`src/rtl/hazard_ctrl_pkg.sv`:
```
// -----------------------------------------------------------------------------
// hazard_ctrl_pkg
// Shared pipeline constants for the hazard controller: FSM state encodings,
// drain length, the scoreboard slot record and a slot lookup helper.
// No ports (package).
// -----------------------------------------------------------------------------
package hazard_ctrl_pkg;

  // Register-file index width and stall counter width.
  localparam int REG_W = 3;
  localparam int CNT_W = 16;

  // Controller FSM encodings, kept as plain constants so legacy code that
  // compares raw state values keeps working.
  localparam logic [1:0] RUN    = 2'h0;
  localparam logic [1:0] DRAIN  = 2'h1;
  localparam logic [1:0] HALTED = 2'h2;

  // Number of cycles HALT needs to clear the back end of the pipeline.
  localparam logic [1:0] DRAIN_CYCLES = 2'd3;

  // Saturation value of the hazard-stall counter.
  localparam logic [CNT_W-1:0] CNT_MAX = '1;

  // One scoreboard entry: a pending register-file write in flight.
  typedef struct packed {
    logic             valid;
    logic [REG_W-1:0] rd;
  } slot_t;

  localparam slot_t SLOT_EMPTY = '{valid: 1'b0, rd: '0};

  // True when the slot holds a pending write to register r.
  function automatic logic slot_match(input slot_t s, input logic [REG_W-1:0] r);
    return s.valid && (s.rd == r);
  endfunction

endpackage

```
`src/rtl/hazard_slot.sv`:
```
// -----------------------------------------------------------------------------
// hazard_slot
// One scoreboard stage: a register of {valid, rd} that either captures the
// upstream entry or is cleared synchronously.
// Ports:
//   clk  in   clock, rising edge
//   rst  in   synchronous active-low reset
//   clr  in   load an empty entry this cycle instead of d
//   d    in   entry from the previous stage
//   q    out  entry currently held
// -----------------------------------------------------------------------------
module hazard_slot
  import hazard_ctrl_pkg::*;
(
  input  logic  clk,
  input  logic  rst,
  input  logic  clr,
  input  slot_t d,
  output slot_t q
);

  // NOTE: the slot is cleared by reset because a stale valid bit would raise
  // a phantom hazard on the very first instruction after reset.
  always_ff @(posedge clk) begin
    if (!rst || clr) begin
      q <= SLOT_EMPTY;
    end else begin
      q <= d;
    end
  end

endmodule

```
`src/rtl/hazard_ctrl.sv`:
```
// -----------------------------------------------------------------------------
// hazard_ctrl
// Pipeline hazard controller. Tracks pending register writes in the EX and
// MEM stages, stalls decode on a read-after-write hit, flushes on a taken
// branch, and drains the pipeline after HALT.
// Ports:
//   clk         in   clock, rising edge
//   rst         in   synchronous active-low reset
//   idValid     in   decode holds a real instruction
//   idSrc1/2    in   decode source register numbers
//   idSrc1Use/2 in   corresponding source is read
//   idRegWrt    in   decode instruction writes the register file
//   idWriteReg  in   its destination register
//   idHalt      in   decode instruction is HALT
//   doBranch    in   execute resolved a taken branch/jump this cycle
//   stallPc     out  hold PC and IF/ID
//   flushId     out  load NOP into IF/ID
//   flushEx     out  load bubble into ID/EX
//   halted      out  pipeline drained after HALT
//   err         out  sticky: branch seen while draining or halted
//   stallCnt    out  saturating count of hazard-stall cycles
// -----------------------------------------------------------------------------
module hazard_ctrl
  import hazard_ctrl_pkg::*;
(
  input  logic             clk,
  input  logic             rst,
  input  logic             idValid,
  input  logic [REG_W-1:0] idSrc1,
  input  logic [REG_W-1:0] idSrc2,
  input  logic             idSrc1Use,
  input  logic             idSrc2Use,
  input  logic             idRegWrt,
  input  logic [REG_W-1:0] idWriteReg,
  input  logic             idHalt,
  input  logic             doBranch,
  output logic             stallPc,
  output logic             flushId,
  output logic             flushEx,
  output logic             halted,
  output logic             err,
  output logic [CNT_W-1:0] stallCnt
);

  logic [1:0] state;
  logic [1:0] state_nxt;
  logic [1:0] drain_cnt;
  logic [1:0] drain_nxt;

  slot_t ex_slot;
  slot_t mem_slot;
  slot_t ex_d;

  logic in_run;
  logic src1_hit;
  logic src2_hit;
  logic hazard;
  logic advance;
  logic halt_adv;
  logic hazard_stall;

  // ---------------------------------------------------------------------------
  // Scoreboard lookup. WB is not tracked: the register file writes through,
  // so an instruction in WB already supplies its value to decode.
  // ---------------------------------------------------------------------------
  assign src1_hit = slot_match(ex_slot, idSrc1) || slot_match(mem_slot, idSrc1);
  assign src2_hit = slot_match(ex_slot, idSrc2) || slot_match(mem_slot, idSrc2);
  assign hazard   = idValid && ((idSrc1Use && src1_hit) || (idSrc2Use && src2_hit));

  assign in_run       = (state == RUN);
  assign advance      = in_run && !hazard && !doBranch;
  assign halt_adv     = advance && idValid && idHalt;
  // Only genuine RUN-state stalls are counted; a branch flush wins over them.
  assign hazard_stall = in_run && hazard && !doBranch;

  // Entry leaving decode; a bubble or non-writing instruction carries valid=0.
  assign ex_d = '{valid: idValid && idRegWrt, rd: idWriteReg};

  // EX is emptied whenever decode does not advance (stall, flush, drain).
  hazard_slot u_ex_slot (
    .clk (clk),
    .rst (rst),
    .clr (!advance),
    .d   (ex_d),
    .q   (ex_slot)
  );

  hazard_slot u_mem_slot (
    .clk (clk),
    .rst (rst),
    .clr (1'b0),
    .d   (ex_slot),
    .q   (mem_slot)
  );

  // ---------------------------------------------------------------------------
  // Pipeline control outputs (combinational, same cycle as the condition).
  // ---------------------------------------------------------------------------
  // NOTE: every output gets a default before the case so no path leaves it
  // unassigned, which would otherwise infer a latch.
  always_comb begin
    stallPc = 1'b0;
    flushId = 1'b0;
    flushEx = 1'b0;
    case (state)
      RUN: begin
        if (doBranch) begin
          flushId = 1'b1;
          flushEx = 1'b1;
        end else if (hazard) begin
          stallPc = 1'b1;
          flushEx = 1'b1;
        end
      end
      // DRAIN, HALTED and the unused encoding all freeze the front end; a
      // branch here is only recorded as an error.
      default: begin
        stallPc = 1'b1;
        flushEx = 1'b1;
      end
    endcase
  end

  assign halted = (state == HALTED);

  // ---------------------------------------------------------------------------
  // Next-state logic for the RUN -> DRAIN -> HALTED sequence.
  // ---------------------------------------------------------------------------
  always_comb begin
    state_nxt = state;
    drain_nxt = drain_cnt;
    case (state)
      RUN: begin
        if (halt_adv) begin
          state_nxt = DRAIN;
          // The cycle HALT leaves decode is the first drain step, so the
          // counter starts one below DRAIN_CYCLES and halted rises exactly
          // DRAIN_CYCLES cycles after HALT advanced.
          drain_nxt = DRAIN_CYCLES - 2'd1;
        end
      end
      DRAIN: begin
        drain_nxt = drain_cnt - 2'd1;
        if (drain_cnt <= 2'd1) begin
          state_nxt = HALTED;
          drain_nxt = 2'd0;
        end
      end
      HALTED: begin
        state_nxt = HALTED;
      end
      default: begin
        state_nxt = HALTED;
        drain_nxt = 2'd0;
      end
    endcase
  end

  // ---------------------------------------------------------------------------
  // State, error flag and stall counter.
  // ---------------------------------------------------------------------------
  // NOTE: sequential state uses non-blocking assignments so all registers
  // update together from values sampled before the edge.
  always_ff @(posedge clk) begin
    if (!rst) begin
      state     <= RUN;
      drain_cnt <= 2'd0;
      err       <= 1'b0;
      stallCnt  <= '0;
    end else begin
      state     <= state_nxt;
      drain_cnt <= drain_nxt;
      if (!in_run && doBranch) begin
        err <= 1'b1;
      end
      if (hazard_stall && (stallCnt != CNT_MAX)) begin
        stallCnt <= stallCnt + 16'd1;
      end
    end
  end

endmodule
```
`config.mk`:
```
export PLATFORM = sky130hd
export DESIGN_NAME = hazard_ctrl
export DESIGN_NICKNAME = d
export VERILOG_FILES = /design/src/rtl/hazard_ctrl_pkg.sv /design/src/rtl/hazard_slot.sv /design/src/rtl/hazard_ctrl.sv
export SDC_FILE = /design/constraint.sdc
export NUM_CORES = 1
export LEC_CHECK = 0
export BUFFER_PORTS_ARGS = -buffer_cell sky130_fd_sc_hd__buf_2
export CORE_ASPECT_RATIO = 0.75
export CORE_UTILIZATION = 48
export DETAILED_ROUTE_END_ITERATION = 12
export PLACE_DENSITY = 0.86
export SETUP_SLACK_MARGIN = 0.4
export SLEW_MARGIN = 15
export SYNTH_ARGS = -nofsm -noshare
export SYNTH_HDL_FRONTEND = slang
export SYNTH_SLANG_ARGS = --single-unit
```
`constraint.sdc`:
```
create_clock -name clk -period 3.8 [get_ports clk]
set_input_delay 0.19 -clock clk [delete_from_list [all_inputs] [get_ports clk]]
set_output_delay 0.19 -clock clk [all_outputs]
set_load 0.01 [all_outputs]
```
After elaboration in Yosys (flattened, before gate mapping)
Index checks and enable logic that the tools add are counted.

storage, ports and cells
  output and inout port bits = 21
  memories = 0
  ROM bits = 0
  latch bits = 0
  bits in registers = 29
  memory bits (writable) = 0
  logic and storage cells = 62

operators by class
  magnitude comparators = 1
  bitwise operators = 1
  div/mod/pow operators = 0
  multiply operators = 0
  muxes and demuxes = 13
  shifts and indexed selects = 0
  add/subtract/negate cells = 2
  reduce and logical (&&, ||, !) cells = 28
  equality and inequality tests = 9

operators by type and width
  operator                                                                          number
  16-bit by 1-bit adder with 16-bit output, second input constant                   1
  1-bit logical AND                                                                 16
  16-bit != test, second input constant                                             1
  3-bit equality test                                                               4
  2-bit two-way mux                                                                 4
  1-bit two-way mux                                                                 7
  2-bit one-hot mux with 3 select lines                                             1
  1-bit logical NOT                                                                 5
  1-bit logical OR                                                                  4
  2-bit one-hot mux with 2 select lines                                             1
  2-bit AND reduction                                                               2
  2-bit by 1-bit equality test with 1-bit output, second input constant             1
  2-bit equality test, second input constant                                        1
  2-bit by 1-bit less-or-equal comparator with 1-bit output, second input constant  1
  2-bit logical NOT                                                                 1
  2-bit by 1-bit != test with 1-bit output, second input constant                   1
  2-bit != test, second input constant                                              1
  2-bit by 1-bit subtractor with 2-bit output, second input constant                1
  1-bit NOT                                                                         1

Logic depth before layout (Yosys ltp)
Gate-level depths: netlist of the first run.

  depth in word-level cells = 13
  gate-level depth with buffers = 9
  depth with buffers taken out = 7

Cells and area by module
Synthesis of the first run repeated with hierarchy kept, for this count alone.

second synthesis, totals
  cells, all modules = 162
  area, all modules = 1,448.9 sq um

by module, submodules not included
  module       cells an instance  instances  area an instance (sq um)
  hazard_ctrl  146                1          1,218.7
  hazard_slot  8                  2          115.1

Worst setup path after synthesis of the first run
OpenSTA, ideal clock, no wires.

  kind = register -> register
  start point = reg stallCnt[0]
  end point = reg stallCnt[7]
  library setup time = 131 ps
  cell stages (with the launch flop) = 10
  data arrival time = 1,784 ps
  data required time = 3,669 ps
  setup slack = 1,885 ps
  path buffers = 2
  period minus slack after synthesis = 1,915 ps
  cells stage by stage = dfxtp_1 -> ha_1 -> nand4_1 -> nor4_2 -> a211oi_1 -> nor2_1 -> buf_6 -> buf_6 -> o311ai_1 -> o41ai_1

between the ends
  cells in the longest elaborated chain, start to end = 2

ends and longest elaborated chain
  item                                                                                              line                text
  start: declaration                                                                                hazard_ctrl.sv:42   output logic [CNT_W-1:0] stallCnt
  start signal: assignment                                                                          hazard_ctrl.sv:177  stallCnt <= stallCnt + 16'd1;
  parallel branches: the longest is 2 deep, another holds 16-bit by 1-bit adder with 16-bit output  n/a

Parallel ways; which one is timed is not known.
A chain may end at the register's enable or synchronous reset.

Final worst setup path of the first run
  start point = reg stallCnt[0]
  end point = reg stallCnt[12]

Same word-level chain as after synthesis.

==> results.py, run 1 <==
metrics = {
    "outcome": {
        "status": "completed",
    },
    "pwr": {
        "finalPower_mw": 0.636,
        "pwr-share-clk_pct": 43.7,
        "p_comb_share_pct": 7.0,
        "swShare_pct": 22.2,
        "leakage_nw": 0.690,
        "power.internal_mw": 0.495,
        "switchingPower_mw": 0.141,
        "power.density_nw_per_um2": 362,
        "vdd_ir_drop_max_uv": 200,
        "pwr-share-seq_pct": 49.3,
    },
    "place": {
        "dp_cells": 227,
        "dpl.hpwl_um": 2400,
        "port_buffers": 37,
        "gp_congestion": 0.834,
    },
    "logic_synthesis": {
        "synth_top_area_share_pct": 40.0,
        "synth_area_leaders": "dfxtp_1 40%, xnor2_1 9.0%, and2_1 4.7%",
        "yosys.cell_types.count": 37,
        "synth_area_per_cell_um2": 9.19,
        "post-synth-top-area-cell": "dfxtp_1",
        "yosysWarnings": 0,
        "syn_area_um2": 1450,
        "netlist_instances": 158,
        "synth-async-reset-ratio_pct": 0,
        "synth.ff_latch_count": 29,
        "synth_ff_type": "dfxtp_1",
        "synth_edf_count": 0,
        "synth_nets": 176,
        "ys_seq_area_share_pct": 40.0,
    },
    "worst_hold_path": {
        "hold_class": "in -> reg",
        "hold_depth": 2,
    },
    "clock_tree": {
        "clkTransAtPathRegs_ps": 60,
        "cts_root_buf": "clkbuf_8",
        "numClockSinks": 29,
        "cts-htree-levels": 2,
        "cts_buffers": 5,
        "cts_hold_buffers": 0,
        "cts_tree": "built",
        "cts_resized": 0,
        "postCtsSetupRepairBufs": 0,
        "clk_path_buf_depth": 2,
        "insertion_delay_ps": 290,
    },
    "sta": {
        "fin_skew_ps": 5.24,
        "slew_viol_final": 0,
        "period_share_pct": 59.9,
        "period_minus_slack_ps": 2280,
        "setup_viol": 0,
        "slew_headroom_pct": 64.6,
        "fin_tns_setup_ps": 0,
        "grt_setup_unrepaired": "no",
        "tightestPinTransition_ps": 529,
        "hold_violations": 0,
        "timing.hold.ws_ps": 101,
        "max_freq_mhz": 440,
    },
    "drt": {
        "drt-total-wl_um": 3120,
        "drc": 0,
        "dr_total_vias": 1278,
        "antenna_left": 0,
        "wl_per_cell_um": 13.3,
        "first_pass_iters": 4,
        "drt_iter0_markers": 68,
        "viasPerCell": 5.44,
    },
    "layout": {
        "mostFrequentLayoutCell": "buf_2",
        "drive_gt1_share_pct": 24.6,
        "final_cell_mix": "37 x buf_2, 29 x dfxtp_1, 15 x xnor2_1",
        "syn2layout_area_growth_pct": 21.0,
        "stdcell_count": 235,
        "final_nets": 216,
        "antenna_cells": 0,
    },
    "global_route": {
        "grt_overflow": 0,
        "grt_pass1_wl_um": 5280,
        "grt_start_max_net_pins": 33,
        "grt_pass1_vias": 1196,
        "grtUsageTotal_pct": 22.0,
        "antenna_found_initial": 0,
    },
    "floorplan": {
        "die_h_um": 49.6,
        "num_rows": 16,
        "coreArea_um2": 2740,
        "die_w_um": 65.5,
        "dieArea_um2": 3250,
        "floorplan.initialDensity_pct": 53.0,
        "io-pin-count": 38,
    },
    "critical_path": {
        "r2r_cells": 8,
        "arrival_ps": 2490,
        "setup.worst_path.end_class": "register",
        "path_max_fanout": 14,
        "cp.required_ps": 4020,
        "path_class": "reg -> reg",
        "critPathLaunchType": "register",
    },
    "flow_run": {
        "drv_cap": 0,
    },
}
final timing paths:
path	from	end	slack [ps]
hold / removal	idWriteReg[2]	u_ex_slot.q[2]$_SDFF_PP0_	100
setup / recovery	stallCnt[0]$_SDFFE_PN0P_	stallCnt[12]$_SDFFE_PN0P_	1520
setup reg to reg	stallCnt[0]$_SDFFE_PN0P_	stallCnt[12]$_SDFFE_PN0P_	1520
hold reg to reg	err$_SDFFE_PN0P_	err$_SDFFE_PN0P_	460
through the flow:
stage          worst slack [ps]  instance area (um^2)  utilization [%]
2_1_floorplan              1880                  1450                -
3_3_place_gp               1650                  1660             60.4
3_5_place_dp               1540                  1660             60.4
4_1_cts                    1520                  1760             64.1
5_1_grt                    1270                  1760             64.1
6_report                   1520                  1760             64.1
cells by family after synthesis:
kind of cell               Yosys count  synth area share [%]
and+or+nand+nor                     70                  28.9
AOI/OAI and AO/OA                   29                  14.5
DFF                                 29                  40.0
xor gates and xnor gates            15                  9.04
buffers and inverters                9                  3.36
muxes                                5                  3.45
adders and majority gates            1                 0.861
cells in the mapped netlist (3+ instances only):
master / number
nor2_1: 3
inv_1: 4
xnor2_1: 15
o31ai_1: 4
dfxtp_1: 29
nor4_1: 6
nand3_1: 7
nand4_1: 7
o21ai_0: 4
nor2b_1: 3
a21boi_0: 4
clkbuf_1: 3
o21a_1: 6
nand2b_1: 4
nand2_1: 14
or4_1: 4
and2_1: 11
mux2i_1: 5
cell type report:
type | instances | area [um^2]
well taps | 36 | 45.0
repair buffers | 38 | 193
fillers | 222 | 985
clock inverters | 1 | 5.00
clock buffers | 7 | 96.3
multi-input cells | 120 | 823
flip-flops and latches | 29 | 581
inverters | 4 | 15.0
power by group through the flow:
stage,sequential [mW],combinational (mW),clock [mW]
final,0.313,0.0445,0.278
after detailed placement,0.320,0.0446,0
after floorplan,0.319,0.0263,0
after global placement,0.320,0.0431,0
after CTS,0.313,0.0448,0.284
after global routing,0.314,0.0489,0.296
critical path, cell delays in order (launching register included):
cell	delay [ps]
dfxtp_1	350
ha_1	250
nand4_1	110
nor4_2	50
a211oi_1	350
nor2_1	220
buf_4	230
or4_1	470
a21boi_0	170
routing by layer:
| metal | vias up | global-route usage [%] | wire, um |
|---|---|---|---|
| met2 | 30 | 36.8 | 1530 |
| met5 | - | 0 | 0 |
| li1 | 652 | - | - |
| met4 | 0 | 12.0 | 64 |
| met3 | 8 | 6.25 | 154 |
| met1 | 588 | 25.3 | 1370 |
registers in the layout, summed over array words and instances (netlist names):
name          flops
u_ex_slot.q       4
u_mem_slot.q      4
drain_cnt         2
err               1
stallCnt         16
state             2
(Power assumes the default switching activity.)
==> run 2: changes to the inputs <==
- ABC_AREA: unset -> 1
- PLACE_DENSITY: 0.86 -> 0.84
- clock period: 3.8 -> 2.3 ns (I/O delays scaled with it)
==> run 2 against run 1 <==
Net effect: combinational power up 120%; core utilization decreased by 1.5 points; clock-buffer cell count stayed put; non-clock buffer count increased by 6; wire length rose by 18%; critical path depth decreased by 1; die area rose by 17%; clock power grew 93%; global-route usage decreased by 1.5 points; synthesized area grew 17%; maximum frequency increased by 31%; cell area grew 19%.
==> results.py, run 2 <==
metrics = {
    "outcome": {
        "status": "completed",
    },
    "clock_tree": {
        "numClockSinks": 29,
        "clk_path_buf_depth": 2,
        "cts_hold_buffers": 0,
        "cts-htree-levels": 2,
        "cts_buffers": 5,
        "insertion_delay_ps": 280,
        "cts_root_buf": "clkbuf_8",
        "clkTransAtPathRegs_ps": 60,
        "cts_tree": "built",
    },
    "sta": {
        "grt_setup_unrepaired": "no",
        "max_freq_mhz": 574,
        "setup_viol": 0,
        "timing.hold.ws_ps": 37.5,
        "slew_headroom_pct": 55.3,
        "slew_viol_final": 0,
        "hold_violations": 0,
        "fin_ws_ps": 559,
        "fin_tns_setup_ps": 0,
        "period_share_pct": 75.7,
        "fin_skew_ps": 3.69,
        "period_minus_slack_ps": 1740,
        "tightestPinTransition_ps": 667,
    },
    "pwr": {
        "leakage_nw": 0.972,
        "power.density_nw_per_um2": 553,
        "finalPower_mw": 1.15,
        "vdd_ir_drop_max_uv": 580,
    },
    "worst_hold_path": {
        "hold_depth": 3,
        "hold_path_end": "u_ex_slot.q[0]$_SDFF_PP0_",
        "min_from": "idWriteReg[0]",
        "hold_class": "in -> reg",
    },
    "drt": {
        "dr_total_vias": 1691,
        "wl_per_cell_um": 10.6,
        "drt_iter0_markers": 71,
        "drt-total-wl_um": 3690,
        "viasPerCell": 4.86,
        "drc": 0,
        "antenna_left": 0,
        "first_pass_iters": 6,
    },
    "layout": {
        "mostFrequentLayoutCell": "nand2_1",
        "final_cell_mix": "81 x nand2_1, 37 x buf_2, 33 x nor2_1",
        "num-fill-cells": 307,
        "reg_top3": "stallCnt x16, u_ex_slot.q x4, u_mem_slot.q x4",
        "seq_area_um2": 584,
        "multiInputGateArea_um2": 958,
        "final_nets": 325,
        "max_flop_register": "stallCnt",
        "stdcell_count": 348,
        "drive_gt1_share_pct": 24.4,
        "final_area_um2": 2090,
        "syn2layout_area_growth_pct": 22.4,
        "final_core_util_pct": 62.6,
        "antenna_cells": 0,
        "largest_register_ffs": 16,
    },
    "place": {
        "port_buffers": 37,
        "dp_cells": 332,
        "dpl.hpwl_um": 2600,
        "gp_congestion": 1.05,
        "place_area_um2": 1900,
        "dp_slack_ps": 358,
    },
    "logic_synthesis": {
        "synth.ff_latch_count": 29,
        "yosys.cell_types.count": 29,
        "synth_edf_count": 0,
        "yosysWarnings": 0,
        "synth_nets": 278,
        "synth_area_per_cell_um2": 6.56,
        "yosys-top-cells-count": "81 x nand2_1, 33 x nor2_1, 31 x inv_1",
        "ys_seq_area_share_pct": 34.0,
        "synth_top_area_share_pct": 34.0,
        "yosys.cell_count.top_type": "nand2_1",
        "syn_area_um2": 1710,
        "netlist_instances": 260,
        "synth_area_leaders": "dfxtp_1 34%, nand2_1 18%, nand3_1 7.9%",
        "synth_ff_type": "dfxtp_1",
        "synth-async-reset-ratio_pct": 0,
        "post-synth-top-area-cell": "dfxtp_1",
    },
    "floorplan": {
        "dieArea_um2": 3800,
        "floorplan.initialDensity_pct": 51.2,
        "coreArea_um2": 3330,
        "num_rows": 18,
        "die_w_um": 70.8,
        "io-pin-count": 38,
        "die_h_um": 53.6,
    },
    "critical_path": {
        "critPathLaunchType": "register",
        "reg2reg_slack_ps": 560,
        "r2r_cells": 7,
        "setup.worst_path.end_class": "register",
        "path_max_fanout": 7,
        "reg2reg_to": "stallCnt[2]$_SDFFE_PN0P_",
        "rr_startpoint": "stallCnt[0]$_SDFFE_PN0P_",
        "cp.required_ps": 2440,
        "arrival_ps": 1880,
        "path_class": "reg -> reg",
    },
    "global_route": {
        "grt_start_max_net_pins": 20,
        "grt_overflow": 0,
        "antenna_found_initial": 0,
        "grtUsageTotal_pct": 20.5,
        "grt_pass1_wl_um": 5930,
        "grt_pass1_vias": 1364,
    },
    "flow_run": {
        "drv_cap": 0,
    },
}
-- run 2: cell types whose count changed in the layout (fill, tap and decap cells not counted), sizes merged, moves of 11 or more --
cell,change
nor2,+31
nand2,+70
inv,+30
a21oi,+18
and2,-11
nand3,+20
-- run 2: cells by family (layout without fill, tap and decap cells) --
group	count (synthesis)	after routing	share of synthesized area [%]
AND/OR/NAND/NOR	153	154	37.7
buffers and inverters	41	88	10.6
flip-flops	29	29	34.0
AO/OA/AOI/OAI	22	22	9.76
XOR/XNOR	14	14	7.19
adder cells (fa/ha/maj)	1	1	0.734
-- run 2: final cells by class --
type,count,area share [%]
multi-input cells,191,45.9
flip-flops and latches,29,28.0
repair buffers,44,11.4
inverters,36,6.71
clock buffers,7,4.14
well taps,40,2.40
clock inverters,1,1.44
-- run 2: critical path, cell delays in order, from the launching register on --
cell and delay, ps:
dfxtp_2 380, ha_2 230, nand3_1 170, nor3_2 270
a31oi_4 200, buf_4 210, nand3_1 100, a21oi_2 60
-- run 2: per-layer routing --
layer	global-route usage, %	up-vias	part of all wire [%]
met2	31.9	37	43
met4	7.67	0	0.62
met3	4.68	4	4.3
met1	28.1	745	52
li1	-	905	-
met5	0	-	0
-- run 2: timing repair --
item	in CTS	in global routing
resized for setup	1	5
pin swaps	2	1
endpoints found under the setup margin	17	17
setup buffers	3	4
cloned	1	0
-- run 2: power breakdown --
group / leakage [nW] / internal [mW] / switching, mW
Combinational: 0.677 / 0.0389 / 0.0594
Clock: 0.0585 / 0.353 / 0.185
Sequential: 0.236 / 0.511 / 0.00656
Total: 0.972 / 0.903 / 0.251
-- run 2: how the worst max path moves through the flow --
stage                                           from                  endpoint  slack, ps  cells past startpoint
after floorplan             stallCnt[1]$_SDFFE_PN0P_  stallCnt[2]$_SDFFE_PN0P_        580                      8
after global placement      stallCnt[1]$_SDFFE_PN0P_  stallCnt[9]$_SDFFE_PN0P_        490                      7
after detailed placement    stallCnt[0]$_SDFFE_PN0P_  stallCnt[2]$_SDFFE_PN0P_        360                      7
after CTS                  u_ex_slot.q[1]$_SDFF_PP0_                   flushEx        420                     12
after global routing      u_mem_slot.q[0]$_SDFF_PN0_  stallCnt[0]$_SDFFE_PN0P_        390                     14
final                       stallCnt[0]$_SDFFE_PN0P_  stallCnt[2]$_SDFFE_PN0P_        560                      7
==> run 3: changes to the inputs <==
- clock period: 2.3 -> 1.7 ns (I/O delays scaled with it)
==> run 3 against run 2 <==
Net effect: the run now ends with setup timing left; clock skew increased by 2.7 ps; core utilization is 12 points higher; clock power increased by 18%; final cell count increased by 4.0%; worst setup slack worse by 610 ps; sequential power grew 35%; sequential share of layout area fell by 3.9 points; critical path type unchanged.
==> results.py, run 3 (synthesized netlist as in run 2, its figures left out) <==
metrics = {
    "layout": {
        "num-fill-cells": 216,
        "drive_gt1_share_pct": 43.2,
        "largest_register_ffs": 16,
        "reg_top3": "stallCnt x16, u_ex_slot.q x4, u_mem_slot.q x4",
        "final_area_um2": 2490,
        "final_cell_mix": "63 x nand2_1, 36 x buf_2, 30 x nor2_1",
        "syn2layout_area_growth_pct": 45.8,
        "antenna_cells": 0,
        "mostFrequentLayoutCell": "nand2_1",
        "max_flop_register": "stallCnt",
        "final_nets": 339,
    },
    "sta": {
        "fin_ws_ps": -47.2,
        "slew_viol_final": 0,
        "grt_setup_unrepaired": "yes",
        "slew_headroom_pct": 74.7,
        "period_minus_slack_ps": 1750,
        "setup_viol": 1,
        "hold_violations": 0,
        "max_freq_mhz": 572,
        "tightestPinTransition_ps": 378,
        "fin_skew_ps": 6.40,
        "period_share_pct": 103,
    },
    "critical_path": {
        "slowest_stage": "dfxtp_4",
        "cp_top_family": "simple AND/OR/NAND/NOR gates",
        "cpPeakStageDelay_ps": 360,
        "reg2reg_slack_ps": -50,
        "cp.required_ps": 1910,
        "path_class": "reg -> reg",
        "crit_chain": "buf_4 -> nand3_1 -> nor2_1 -> nand3_1 -> xnor2_1 -> nand3_2 -> a21oi_2",
        "cpMostUsedCell": "nand3_1",
        "path_max_fanout": 5,
        "path_buf_inv": 1,
        "setup.worst_path.end_class": "register",
        "arrival_ps": 1950,
        "critPathLaunchType": "register",
    },
    "clock_tree": {
        "cts_root_buf": "clkbuf_8",
        "cts-htree-levels": 2,
        "cts_buffers": 5,
        "clk_path_buf_depth": 2,
        "clkTransAtPathRegs_ps": 60,
        "numClockSinks": 29,
        "insertion_delay_ps": 290,
        "cts_tree": "built",
    },
    "floorplan": {
        "num_rows": 18,
        "dieArea_um2": 3800,
        "die_w_um": 70.8,
        "die_h_um": 53.6,
        "coreArea_um2": 3330,
        "io-pin-count": 38,
        "floorplan.initialDensity_pct": 51.2,
    },
    "global_route": {
        "grt_pass1_wl_um": 8200,
        "grt_pass1_vias": 1782,
        "antenna_found_initial": 0,
        "globalRouteMet3Util_pct": 11.2,
        "grt_overflow": 0,
        "grt_use_met2_pct": 48.7,
        "grtUsageTotal_pct": 29.3,
        "busiest_layer": "met2",
        "grtUsageMet1_pct": 32.8,
        "grt_start_max_net_pins": 12,
    },
    "flow_run": {
        "drv_cap": 0,
    },
    "place": {
        "place_area_um2": 2010,
        "dpl.hpwl_um": 2870,
        "gp_congestion": 0.941,
        "port_buffers": 37,
    },
    "drt": {
        "drt-total-wl_um": 5890,
        "antenna_left": 0,
        "drt_iter0_markers": 121,
        "first_pass_iters": 7,
        "dr_total_vias": 1982,
        "drc": 0,
        "viasPerCell": 5.48,
        "wl_per_cell_um": 16.3,
    },
    "worst_hold_path": {
        "hold_class": "in -> reg",
    },
    "pwr": {
        "finalPower_mw": 1.51,
        "leakage_nw": 1.09,
        "vdd_ir_drop_max_uv": 589,
        "power.density_nw_per_um2": 607,
    },
    "outcome": {
        "violations": "setup timing",
        "status": "finished, violations left",
    },
}
## run 3: cell count changes in the layout (fill, tap and decap cells not counted), moves of 6 or more
cell     before  now
nand3_2       0    9
nand2_2       1   10
dfxtp_2       3    9
nand3_1      27   17
nand2_4       2    9
dfxtp_1      26   18
nand2_1      81   63
## run 3: report_power, final
group          internal, mW  total [mW]  switching [mW]
Combinational        0.0681       0.177           0.109
Clock                 0.365       0.632           0.267
Sequential            0.690       0.700          0.0102
Total                  1.12        1.51           0.386
## run 3: cell type report
cell class | count | area, um^2 | area share, %
inverter | 36 | 140 | 5.64
multi-input combinational | 191 | 1180 | 47.5
tap | 40 | 50.0 | 2.01
timing repair buffer | 58 | 414 | 16.7
clock buffer | 7 | 96.3 | 3.88
sequential | 29 | 599 | 24.1
clock inverter | 1 | 5.00 | 0.201
## run 3: final timing paths
check | endpoint | cells after the start | from
worst max-delay path | stallCnt[13]$_SDFFE_PN0P_ | 7 | stallCnt[0]$_SDFFE_PN0P_
worst min-delay path | u_ex_slot.q[2]$_SDFF_PP0_ | 3 | idWriteReg[2]
worst max register to register | stallCnt[13]$_SDFFE_PN0P_ | 7 | stallCnt[0]$_SDFFE_PN0P_
worst min register to register | u_mem_slot.q[3]$_SDFF_PN0_ | 2 | u_ex_slot.q[3]$_SDFF_PP0_
## run 3: stage by stage
stage               TNS (ps)  setup WS, ps  hold WS [ps]  cells  utilization (%)
global placement           0          81.0           304    340             60.4
global route           -1180         -98.7          24.2    362             74.6
floorplan                  0           256           197    260                -
detailed placement         0          36.0           308    340             60.4
finish                 -47.2         -47.2          39.3    362             74.6
CTS                        0           100          12.9    360             70.0
## run 3: what timing repair did
item,4_1_cts,5_1_grt
cloned,1,0
resized for setup,35,34
pin swaps,13,17
setup endpoints to repair,25,25
setup buffers,9,2
hold buffers,2,0
endpoints found under the hold margin,2,0
## run 3: metal layers
metal / vias to the layer above / part of all wire (%)
li1: 930 / -
met1: 914 / 44
met2: 105 / 46
met3: 33 / 6.3
met4: 0 / 4.4
met5: - / 0
## run 3: worst reg2reg max path, cell delays in order, from the launching register on
cell and delay [ps]:
dfxtp_4 360, buf_4 150, nand3_1 240, nor2_1 320, nand3_1 140, xnor2_1 190, nand3_2 110, a21oi_2 160
